`config.mk`:
```
export PLATFORM = sky130hd
export DESIGN_NAME = core_test_sequencer
export DESIGN_NICKNAME = d
export VERILOG_FILES = /design/src/rtl/core_test_sequencer_pkg.sv /design/src/rtl/core_test_checker.sv /design/src/rtl/core_test_sequencer.sv
export SDC_FILE = /design/constraint.sdc
export NUM_CORES = 1
export LEC_CHECK = 0
export CAP_MARGIN = 25
export CORE_UTILIZATION = 35
export CTS_CLUSTER_DIAMETER = 60
export DETAILED_ROUTE_END_ITERATION = 8
export GPL_TIMING_DRIVEN = 0
export HOLD_SLACK_MARGIN = 0.1
export PLACE_DENSITY = 0.86
export SLEW_MARGIN = 40
export SYNTH_ARGS = -nofsm -noshare
export SYNTH_HDL_FRONTEND = slang
export SYNTH_SLANG_ARGS = --single-unit
```
`constraint.sdc`:
```
create_clock -name clk -period 4.73 [get_ports clk]
set_input_delay 1.1825 -clock clk [delete_from_list [all_inputs] [get_ports clk]]
set_output_delay 1.1825 -clock clk [all_outputs]
set_load 0.05 [all_outputs]
```
`src/rtl/core_test_sequencer_pkg.sv`:
```
// Shared types and helpers for the core test sequencer.
// Holds the sequencer state encoding and the port width helper.
package core_test_sequencer_pkg;

    typedef enum logic [2:0] {
        IDLE,
        LOAD,
        RUN,
        CHECK,
        DONE
    } state_t;

    // clog2 that never collapses to a zero-width vector
    function automatic int width(input int n);
        return (n <= 2) ? 1 : $clog2(n);
    endfunction

endpackage

```
`src/rtl/core_test_checker.sv`:
```
// Register-table comparison for the core test sequencer.
// Accumulates mismatches and remembers the first failing index.
module core_test_checker
    import core_test_sequencer_pkg::*;
#(
    parameter int XLEN = 32,
    parameter int CW   = 2,
    parameter int EW   = 3
) (
    input  logic            clk,
    input  logic            reset,
    input  logic            clear,
    input  logic            cmp_en,
    input  logic            last,
    input  logic [CW-1:0]   idx,
    input  logic [XLEN-1:0] rdata,
    input  logic [XLEN-1:0] expv,
    output logic [EW-1:0]   err_cnt,
    output logic [CW-1:0]   fail_idx,
    output logic            pass
);

    logic miss;

    assign miss = (rdata != expv);

    // Score each compare; pass is only resolved on the final one
    always_ff @(posedge clk or negedge reset) begin
        if (!reset) begin
            err_cnt  <= '0;
            fail_idx <= '0;
            pass     <= 1'b0;
        end else if (clear) begin
            err_cnt  <= '0;
            fail_idx <= '0;
            pass     <= 1'b0;
        end else if (cmp_en) begin
            if (miss) begin
                err_cnt <= err_cnt + EW'(1);
                if (err_cnt == '0) begin
                    fail_idx <= idx;
                end
            end
            if (last) begin
                pass <= (err_cnt == '0) && !miss;
            end
        end
    end

endmodule

```
`src/rtl/core_test_sequencer.sv`:
```
// On-chip test controller: load imem, run the core, check registers.
// Control outputs are decoded from state so reset clears them at once.
module core_test_sequencer
    import core_test_sequencer_pkg::*;
#(
    parameter int XLEN       = 32,
    parameter int IMEM_DEPTH = 1024,
    parameter int PROG_LEN   = 16,
    parameter int RUN_CYCLES = 10,
    parameter int NUM_CHECKS = 4,
    localparam int PW = width(PROG_LEN),
    localparam int AW = width(IMEM_DEPTH),
    localparam int CW = width(NUM_CHECKS),
    localparam int EW = width(NUM_CHECKS + 1),
    localparam int RW = width(RUN_CYCLES)
) (
    input  logic            clk,
    input  logic            reset,
    input  logic            start,
    output logic [PW-1:0]   prog_addr,
    input  logic [XLEN-1:0] prog_data,
    output logic            imem_we,
    output logic [AW-1:0]   imem_addr,
    output logic [XLEN-1:0] imem_wdata,
    output logic            core_reset,
    output logic [CW-1:0]   chk_idx,
    input  logic [4:0]      chk_reg,
    input  logic [XLEN-1:0] chk_exp,
    output logic [4:0]      dbg_raddr,
    input  logic [XLEN-1:0] dbg_rdata,
    output logic            busy,
    output logic            done,
    output logic            pass,
    output logic [EW-1:0]   err_cnt,
    output logic [CW-1:0]   fail_idx
);

    state_t        state;
    state_t        state_n;
    logic [AW-1:0] addr;
    logic [RW-1:0] run_cnt;
    logic [CW-1:0] idx;
    logic          phase_b;
    logic          in_prog;
    logic          accept;
    logic          last_word;
    logic          last_run;
    logic          last_chk;

    assign in_prog   = 32'(addr) < 32'(PROG_LEN);
    assign accept    = start && ((state == IDLE) || (state == DONE));
    assign last_word = (addr == AW'(IMEM_DEPTH - 1));
    assign last_run  = (run_cnt == RW'(RUN_CYCLES - 1));
    assign last_chk  = (idx == CW'(NUM_CHECKS - 1));

    // State register
    always_ff @(posedge clk or negedge reset) begin
        if (!reset) begin
            state <= IDLE;
        end else begin
            state <= state_n;
        end
    end

    // Next-state and decoded control outputs
    always_comb begin
        state_n    = state;
        prog_addr  = '0;
        imem_we    = 1'b0;
        imem_addr  = '0;
        imem_wdata = '0;
        core_reset = 1'b0;
        chk_idx    = '0;
        dbg_raddr  = '0;
        busy       = 1'b0;
        done       = 1'b0;
        unique case (state)
            IDLE: begin
                if (accept) state_n = LOAD;
            end
            LOAD: begin
                busy      = 1'b1;
                imem_we   = 1'b1;
                imem_addr = addr;
                if (in_prog) begin
                    prog_addr  = PW'(addr);
                    imem_wdata = prog_data;
                end
                if (last_word) state_n = RUN;
            end
            RUN: begin
                busy       = 1'b1;
                core_reset = 1'b1;
                if (last_run) state_n = CHECK;
            end
            CHECK: begin
                busy      = 1'b1;
                chk_idx   = idx;
                dbg_raddr = chk_reg;
                if (phase_b && last_chk) state_n = DONE;
            end
            DONE: begin
                done = 1'b1;
                if (accept) state_n = LOAD;
            end
            default: state_n = IDLE;
        endcase
    end

    // Load address, run length and check position counters
    always_ff @(posedge clk or negedge reset) begin
        if (!reset) begin
            addr    <= '0;
            run_cnt <= '0;
            idx     <= '0;
            phase_b <= 1'b0;
        end else begin
            if ((state == LOAD) && (state_n == LOAD)) begin
                addr <= addr + AW'(1);
            end else begin
                addr <= '0;
            end
            if ((state == RUN) && (state_n == RUN)) begin
                run_cnt <= run_cnt + RW'(1);
            end else begin
                run_cnt <= '0;
            end
            if ((state == CHECK) && (state_n == CHECK)) begin
                phase_b <= !phase_b;
                if (phase_b) idx <= idx + CW'(1);
            end else begin
                phase_b <= 1'b0;
                idx     <= '0;
            end
        end
    end

    core_test_checker #(
        .XLEN (XLEN),
        .CW   (CW),
        .EW   (EW)
    ) u_checker (
        .clk      (clk),
        .reset    (reset),
        .clear    (accept),
        .cmp_en   ((state == CHECK) && phase_b),
        .last     (last_chk),
        .idx      (idx),
        .rdata    (dbg_rdata),
        .expv     (chk_exp),
        .err_cnt  (err_cnt),
        .fail_idx (fail_idx),
        .pass     (pass)
    );

endmodule
```
## After elaboration in Yosys (flattened, before gate mapping)

Index checks and enable logic that the tools add are counted.

- Register bits: 26
- Input bits: 104
- Logic and storage cells: 77

- Add/subtract/negate cells: 4
- Magnitude comparators: 1
- Equality and inequality tests: 12
- Multiplexer cells: 31
- Reduce and logical (&&, ||, !) cells: 21

Operators with widths:

| cell | count |
|---|---|
| 32-bit 2-to-1 mux | 2 |
| 32-bit inequality test | 1 |
| 3-bit 2-to-1 mux | 7 |
| 10-bit 2-to-1 mux | 2 |
| 2-bit 2-to-1 mux | 7 |
| 3-bit by 2-bit == test with 1-bit output, second input constant | 4 |
| 4-bit 2-to-1 mux | 3 |
| 3-bit one-hot mux with 4 select lines | 1 |
| 10-bit by 1-bit adder with 10-bit output, second input constant | 1 |
| 10-bit == test, second input constant | 1 |
| 10-bit by 5-bit < comparator with 1-bit output, second input constant | 1 |
| 1-bit 2-to-1 mux | 8 |
| 2-bit nonzero test | 4 |
| 1-bit logical AND | 7 |
| 3-bit by 1-bit == test with 1-bit output, second input constant | 2 |
| 3-bit zero test | 2 |
| 5-bit 2-to-1 mux | 1 |
| 4-bit by 1-bit adder with 4-bit output, second input constant | 1 |
| 4-bit == test, second input constant | 1 |
| 2-bit AND reduction | 2 |
| 3-bit by 1-bit adder with 3-bit output, second input constant | 1 |
| 3-bit == test, second input constant | 1 |
| 3-bit AND reduction | 1 |
| 3-bit OR reduction | 1 |
| other kinds (6) | 7 |

## Longest topological paths before layout

Gate-level depths: netlist of the first run.

- Depth after elaboration: 8
- Gate-level depth with buffers: 8
- Depth with buffers taken out: 7

## By module

Synthesis of the first run repeated with hierarchy kept, for this count alone.

- Cells, all modules: 242
- Area total of the unflattened synthesis: 2175.8 um^2

Modules (own cells, without submodules):

| module | times used | cells each | area an instance (um^2) |
|---|---|---|---|
| core_test_sequencer | 1 | 157 | 1376.3 |
| core_test_checker | 1 | 85 | 799.5 |

## Worst setup path after synthesis of the first run

Ideal clock, no wire load.

- Kind: register -> output
- From: register state[2]
- To: output imem_addr[0]
- Arrival: 2.029 ns
- Data required time: 3.548 ns
- Setup slack: 1.519 ns
- Stages on the path, launching flop included: 5
- Buffers on the path: 1
- Cells stage by stage: dfrtp_1 -> or3b_4 -> inv_1 -> clkbuf_1 -> and2_1

- Cells in the longest elaborated chain, start to end: 2

RTL lines:

| what | RTL line | text |
|---|---|---|
| from (decl) | core_test_sequencer.sv:38 | `state_t state;` |
| from (signal assigned) | core_test_sequencer.sv:61 | `state <= state_n;` |
| 3-bit by 1-bit == test with 1-bit output | core_test_sequencer.sv:77 | `unique case (state)` |
| 10-bit 2-to-1 mux | core_test_sequencer.sv:77 |  |
| to (decl) | core_test_sequencer.sv:23 | `output logic [AW-1:0] imem_addr,` |

No other way between the ends.

## Worst setup path after layout of the first run

- From: register addr[4]
- To: output imem_wdata[21]

- Cells in the longest elaborated chain, start to end: 3

RTL lines:

| what | RTL line | text |
|---|---|---|
| from (decl) | core_test_sequencer.sv:40 | `logic [AW-1:0] addr;` |
| from (signal assigned) | core_test_sequencer.sv:119 | `addr <= addr + AW'(1);` |
| 10-bit by 5-bit < comparator with 1-bit output | core_test_sequencer.sv:50 | `assign in_prog = 32'(addr) < 32'(PROG_LEN);` |
| 32-bit 2-to-1 mux | core_test_sequencer.sv:85 | `if (in_prog) begin` |
| 32-bit 2-to-1 mux | core_test_sequencer.sv:77 |  |
| to (decl) | core_test_sequencer.sv:24 | `output logic [XLEN-1:0] imem_wdata,` |

No other way between the ends.

==> summary.txt, run 1 <==
Drt
  – DR vias: about 2200
  – Antenna-violating nets left: 0
  – Vias per cell: 4.635
  – Final wirelength: 5820 um
  – Drt first pass iters: 4
  – Routed WL per cell: 12.36 um
  – Drc violations: 0
  – Drt initial violations: 59

STA
  – Clk_skew: 0.01089 ns
  – # setup viols final: 0
  – Setup TNS: 0 ns
  – Tcrit/Tclk final: 0.8449
  – Fin crit period: 3.996 ns
  – Slew headroom: 0.6153
  – Least-Margin Pin Slew: a little under 0.6 ns
  – Final Hold Vio Count: 0
  – Fmax achieved: 0.2502 GHz
  – RSZ-0062 raised after global routing: false
  – Worst hold slack: between 0.5 and 0.6 ns
  – Max-slew violations: 0

Critical path
  – Buf+Inv Stages, Crit Path: 2
  – Crit path capture type: output pin
  – Critical path startpoint category: register
  – Critical path, cell by cell: or4_4, nor4_4, buf_6, and2_1, clkdlybuf4s50_1
  – Crit-path leading delay family: simple AND/OR/NAND/NOR gates
  – Arr. time, crit path: 2.81 ns
  – Worst R2R Start: addr[0]
  – Slowest CP cell: clkdlybuf4s50_1
  – Worst path required time: 3.55 ns
  – CP Launch Point: addr[4]
  – Crit Path Max Fanout: 10
  – Critical path class: reg -> out
  – Worst path max stage delay: around 0.80 ns

Yosys
  – Mapped Area: 2011 um2
  – Area contributors post-synth: dfrtp_1 (32%), and2_1 (17%), xnor2_1 (15%)
  – #FFs+latches synth: 26
  – Synth area leader: dfrtp_1
  – Top_reg_cell synth: dfrtp_1
  – Register area share after synthesis: 0.3236
  – EDFF count, synth: 0
  – Post-Synthesis Cells: ~230
  – Post-synth ARST share: 1.000
  – Top cell type's share of synthesized area: 0.3236
  – Synth cell types: 35
  – Post-synth top cells: and2_1 (54), xnor2_1 (35), dfrtp_1 (26)
  – Most common cell in the netlist: and2_1
  – Ys Warns: 0
  – Post-Syn Nets: around 340
  – Avg Cell Area, Syn: 8.780 um2

Floorplan
  – Rows: 27
  – IO Count: approximately 170
  – Core footprint: 5507 um2
  – Starting Density: 0.3651
  – Chip Height: 77.80 um
  – Die area: 6052 um2
  – Die Span X: between 70 and 80 um

Global route
  – First-pass GRT wire length: 9494 um
  – Largest net degree at the start of global routing: 27
  – Vias in the first global route: approximately 2100
  – Grt ovf: 0
  – Number of antenna violations at the first check in global routing: 0
  – GRT Total Usage: 0.1988

Power and ir drop
  – Max VDD drop: 0.2742 mV
  – LEAKAGE: 1.561 nW
  – Pwr Density: 382.9 nW/um2

Finish
  – Ratio of cells with drive above 1 in the final layout: 0.04010
  – Non-filler cells in the finished layout: 471
  – Nets: 510
  – Synthesis-to-layout area growth: 90.42%
  – Ant. Diodes: 0

Placed design
  – HPWL after DPL: 5046 um
  – Port buffer count: 166
  – Inst Count DP: 467
  – Placer congestion estimate: around 0.79

Clocking
  – CTS tree: built
  – Total CTS buffers: 3
  – Clk pin slew, worst setup/hold paths: 0.09 ns
  – CTS Sinks: 26
  – Worst skew pair latency: 0.28 ns
  – Maximum root-to-sink buffer count: 2
  – CTS Root Cell: clkbuf_8
  – Cts hold-fix bufs: 0
  – Post-CTS sizing: 0
  – Post-CTS Setup Inserts: 0
  – H-tree depth: 1

Run
  – Max-Cap Viols: 0

Hold path
  – Min-Delay Startpoint: u_checker.pass
  – Hold WC Path Type: reg -> reg

Run status
  – Status: completed
-- worst register-to-register path: stages, from the launching register on --
cell and delay (ns):
dfrtp_1 0.41, ha_1 0.21, nand3_1 0.12, nor2_1 0.19, and3_1 0.21, and3_1 0.19
nand2b_1 0.11, buf_2 0.19, nor2_1 0.07
-- power breakdown --
group / internal [mW] / leakage (nW) / total, mW / switching [mW]
registers: 0.251 / 0.348 / 0.285 / 0.0346
clock network: 0.113 / 0.0357 / 0.183 / 0.0702
logic: 0.401 / 1.18 / 0.997 / 0.596
total: 0.765 / 1.56 / 1.47 / 0.701
-- sequential cells by signal (all words and copies together), names as in the netlist --
name	count
u_checker.err_cnt	3
idx	2
run_cnt	4
state	3
u_checker.fail_idx	2
u_checker.pass	1
addr	10
phase_b	1
-- logic make-up (layout without fill, tap and decap cells) --
kind of cell,Yosys count,after routing,synth area share
AO/OA/AOI/OAI,10,10,0.03174
XOR/XNOR,42,42,0.1829
adder cells (fa/ha/maj),6,6,0.03734
buffers and inverters,14,184,0.03858
flip-flops,26,26,0.3236
multiplexers,5,5,0.02551
AND/OR/NAND/NOR,126,126,0.3603
-- per-layer routing --
layer,vias to the layer above,global-route usage,part of all wire
li1,1088,-,-
met5,-,0,0
met1,970,0.2038,0.34
met2,114,0.3796,0.55
met4,0,0.08302,0.023
met3,11,0.04824,0.088
-- placed cells by master, fill, tap and decap left out, drive strengths merged, types with 7 or more instances in the layout --
cell / netlist / routed
clkdlybuf4s50: 0 / 165
xor2: 7 / 7
dfrtp: 26 / 26
nand3: 8 / 8
nand4: 7 / 7
xnor2: 35 / 35
nand2: 14 / 14
and2: 54 / 54
inv: 7 / 7
nor2: 25 / 25
-- path summary, 6_finish.rpt --
| check | to | slack (ns) | cells after the start |
|---|---|---|---|
| max | imem_wdata[21] | 0.73 | 5 |
| min | u_checker.pass | 0.50 | 2 |
| max reg2reg | addr[3] | 2.93 | 8 |
| min reg2reg | u_checker.pass | 0.50 | 2 |
| max in group asynchronous | addr[6] | 3.44 | 1 |
| min in group asynchronous | run_cnt[1] | 0.89 | 1 |
-- final cells by class --
cell class | instances | area, um2
plain buffers | 7 | 51.30
clock buffers | 3 | 41.29
clock inverters | 1 | 30.03
fillers | 428 | 1678
inverters | 7 | 26.28
multi-input cells | 189 | 1282
flip-flops and latches | 26 | 650.6
well taps | 72 | 90.09
repair buffers | 166 | 1657
-- metrics by stage --
step                  util  total power [mW]  setup WS, ns  area, um2
finish              0.6953             1.466        0.7336       3829
floorplan                -            0.9337         1.519       2011
CTS                 0.6953             1.479        0.7024       3829
global placement    0.6833             1.284        0.9607       3762
detailed placement  0.6823             1.293        0.9596       3757
global route        0.6953             1.540        0.6143       3829
Power figures use the tool's default switching activity.
==> inputs of run 2 (changes only) <==
--- a/config.mk
+++ b/config.mk
@@ -6,12 +6,12 @@
 export NUM_CORES = 1
 export LEC_CHECK = 0
 export CAP_MARGIN = 25
-export CORE_UTILIZATION = 35
+export CORE_UTILIZATION = 33
 export CTS_CLUSTER_DIAMETER = 60
 export DETAILED_ROUTE_END_ITERATION = 8
 export GPL_TIMING_DRIVEN = 0
 export HOLD_SLACK_MARGIN = 0.1
-export PLACE_DENSITY = 0.86
+export PLACE_DENSITY = 0.82
 export SLEW_MARGIN = 40
 export SYNTH_ARGS = -nofsm -noshare
 export SYNTH_HDL_FRONTEND = slang
==> constraint.sdc (replaced) <==
create_clock -name clk -period 4.05 [get_ports clk]
set_input_delay 1.0125 -clock clk [delete_from_list [all_inputs] [get_ports clk]]
set_output_delay 1.0125 -clock clk [all_outputs]
set_load 0.05 [all_outputs]
==> summary.txt, run 2 (same netlist as run 1, synthesis figures left out) <==
Run status
  – Status: completed

Critical path
  – Arr. time, crit path: 2.82 ns (about the same)
  – Critical path class: reg -> out
  – Worst path required time: 3.04 ns (-0.51 ns)
  – Crit Path Max Fanout: 10 (unchanged)
  – Critical path startpoint category: register
  – Crit path capture type: output pin
  – Worst R2R Start: addr[0]
  – CP Launch Point: addr[4]

Global route
  – Grt ovf: 0 (unchanged)
  – Number of antenna violations at the first check in global routing: 0 (unchanged)
  – Largest net degree at the start of global routing: 27 (unchanged)
  – GRT Total Usage: 0.1930 (-0.005786)
  – First-pass GRT wire length: 9666 um (+1.8%)
  – Vias in the first global route: 2174 (+3.7%)

Finish
  – Register bank with the most flops: addr
  – Core Util, Final: 0.6484 (-0.04691)
  – Synthesis-to-layout area growth: 89.79%
  – Ratio of cells with drive above 1 in the final layout: 0.04010 (unchanged)
  – Commonest non-fill, non-tap cells in the layout: clkdlybuf4s50_1 (165), and2_1 (54), xnor2_1 (35), dfrtp_1 (26), nor2_1 (25)
  – Top flop regs: addr (10), run_cnt (4)
  – Fin area: 3816 um2 (-0.33%)
  – Fill cell count: 481 (+12%)
  – Most common cell after layout, fill and taps aside: clkdlybuf4s50_1
  – Nets: 510 (unchanged)
  – Ant. Diodes: 0 (unchanged)
  – Largest register FFs: 10 (unchanged)
  – Non-filler cells in the finished layout: 474 (+0.64%)

Floorplan
  – IO Count: 167 (unchanged)
  – Die Span X: 80.06 um (+2.9%)
  – Core footprint: 5886 um2 (+6.9%)
  – Die area: 6409 um2 (+5.9%)
  – Starting Density: 0.3416 (-0.02352)
  – Chip Height: 80.06 um (+2.9%)
  – Rows: 28 (+3.7%)

STA
  – Clk_skew: 0.002390 ns (-0.008495 ns)
  – Fmax achieved: 0.2612 GHz
  – Tcrit/Tclk final: 0.9453
  – Fin crit period: 3.828 ns
  – Final Hold Vio Count: 0 (unchanged)
  – Worst hold slack: 0.5116 ns (+0.007643 ns)
  – Least-Margin Pin Slew: 0.6001 ns (+0.02297 ns)
  – Slew headroom: 0.5999 (-0.01531)
  – Setup TNS: 0 ns (unchanged)
  – # setup viols final: 0 (unchanged)
  – Worst setup slack after layout: 0.2216 ns (-0.5121 ns)
  – RSZ-0062 raised after global routing: false
  – Max-slew violations: 0 (unchanged)

Drt
  – Vias per cell: 4.616 (-0.41%)
  – DR vias: 2188 (+0.23%)
  – Antenna-violating nets left: 0 (unchanged)
  – Drc violations: 0 (unchanged)
  – Final wirelength: 5992 um (+3.0%)
  – Drt initial violations: 61 (+3.4%)
  – Routed WL per cell: 12.64 um (+2.3%)
  – Drt first pass iters: 4 (unchanged)

Run
  – Max-Cap Viols: 0 (unchanged)

Placed design
  – Inst Count DP: 470 (+0.64%)
  – Placer congestion estimate: 0.8071 (+2.1%)
  – Post-Place Cell Area: 3761 um2 (+0.10%)
  – Port buffer count: 166 (unchanged)
  – HPWL after DPL: 5211 um (+3.3%)
  – Worst slack, placed: 0.4817 ns (-0.4779 ns)

Hold path
  – Min-Delay Startpoint: run_cnt[0]
  – Hold WC Path Type: reg -> reg

Clocking
  – CTS Root Cell: clkbuf_8
  – Clk pin slew, worst setup/hold paths: 0.09 ns (about the same)
  – H-tree depth: 1 (unchanged)
  – CTS Sinks: 26 (unchanged)
  – Post-CTS Setup Inserts: 0 (unchanged)
  – Maximum root-to-sink buffer count: 2 (unchanged)
  – CTS tree: built
  – Post-CTS sizing: 0 (unchanged)
  – Worst skew pair latency: 0.27 ns (about the same)
  – Total CTS buffers: 3 (unchanged)
  – Cts hold-fix bufs: 0 (unchanged)

Power and ir drop
  – Pwr Density: 438.7 nW/um2 (+15%)
  – Max VDD drop: 0.4518 mV (+65%)
  – PnR Total Power: 1.674 mW (+14%)
  – LEAKAGE: 1.554 nW (-0.44%)
[run 2: cell types whose count changed in the layout (fill, tap and decap cells not counted)]
cell and change:
clkbuf_8 +1, bufinv_16 -1
[run 2: area by class of cell]
type | instances | area (um2) | area share
inverter | 7 | 26.28 | 0.006885
clock buffer | 4 | 55.05 | 0.01443
buffer | 7 | 51.30 | 0.01344
sequential | 26 | 650.6 | 0.1705
tap | 75 | 93.84 | 0.02459
timing repair buffer | 166 | 1657 | 0.4341
multi-input combinational | 189 | 1282 | 0.3361
[run 2: per-layer routing]
layer / vias to the layer above / wire, um / global-route usage
met2: 115 / 3219 / 0.3915
met5: - / 0 / 0
li1: 1086 / - / -
met3: 9 / 654 / 0.05455
met1: 978 / 2033 / 0.1853
met4: 0 / 85 / 0.05357
[run 2: worst max-delay path, cell delays in order (launching register included)]
cell and delay [ns]:
dfrtp_1 0.44, or4_4 0.57, nor4_4 0.38, buf_6 0.19, and2_1 0.15, clkdlybuf4s50_1 0.80
[run 2: path summary, 6_finish.rpt]
path	endpoint	slack, ns	cells after the start
max in group asynchronous	addr[4]	2.92	1
hold / removal	run_cnt[0]	0.51	1
setup reg to reg	state[0]	2.18	8
hold reg to reg	run_cnt[0]	0.51	1
min in group asynchronous	u_checker.pass	0.73	1
setup / recovery	imem_wdata[17]	0.22	5
[run 2: power by group]
group / switching [mW] / leakage (nW) / internal [mW]
clock: 0.0831 / 0.0288 / 0.0871
sequential: 0.0447 / 0.348 / 0.293
combinational: 0.697 / 1.18 / 0.469
total: 0.825 / 1.55 / 0.849
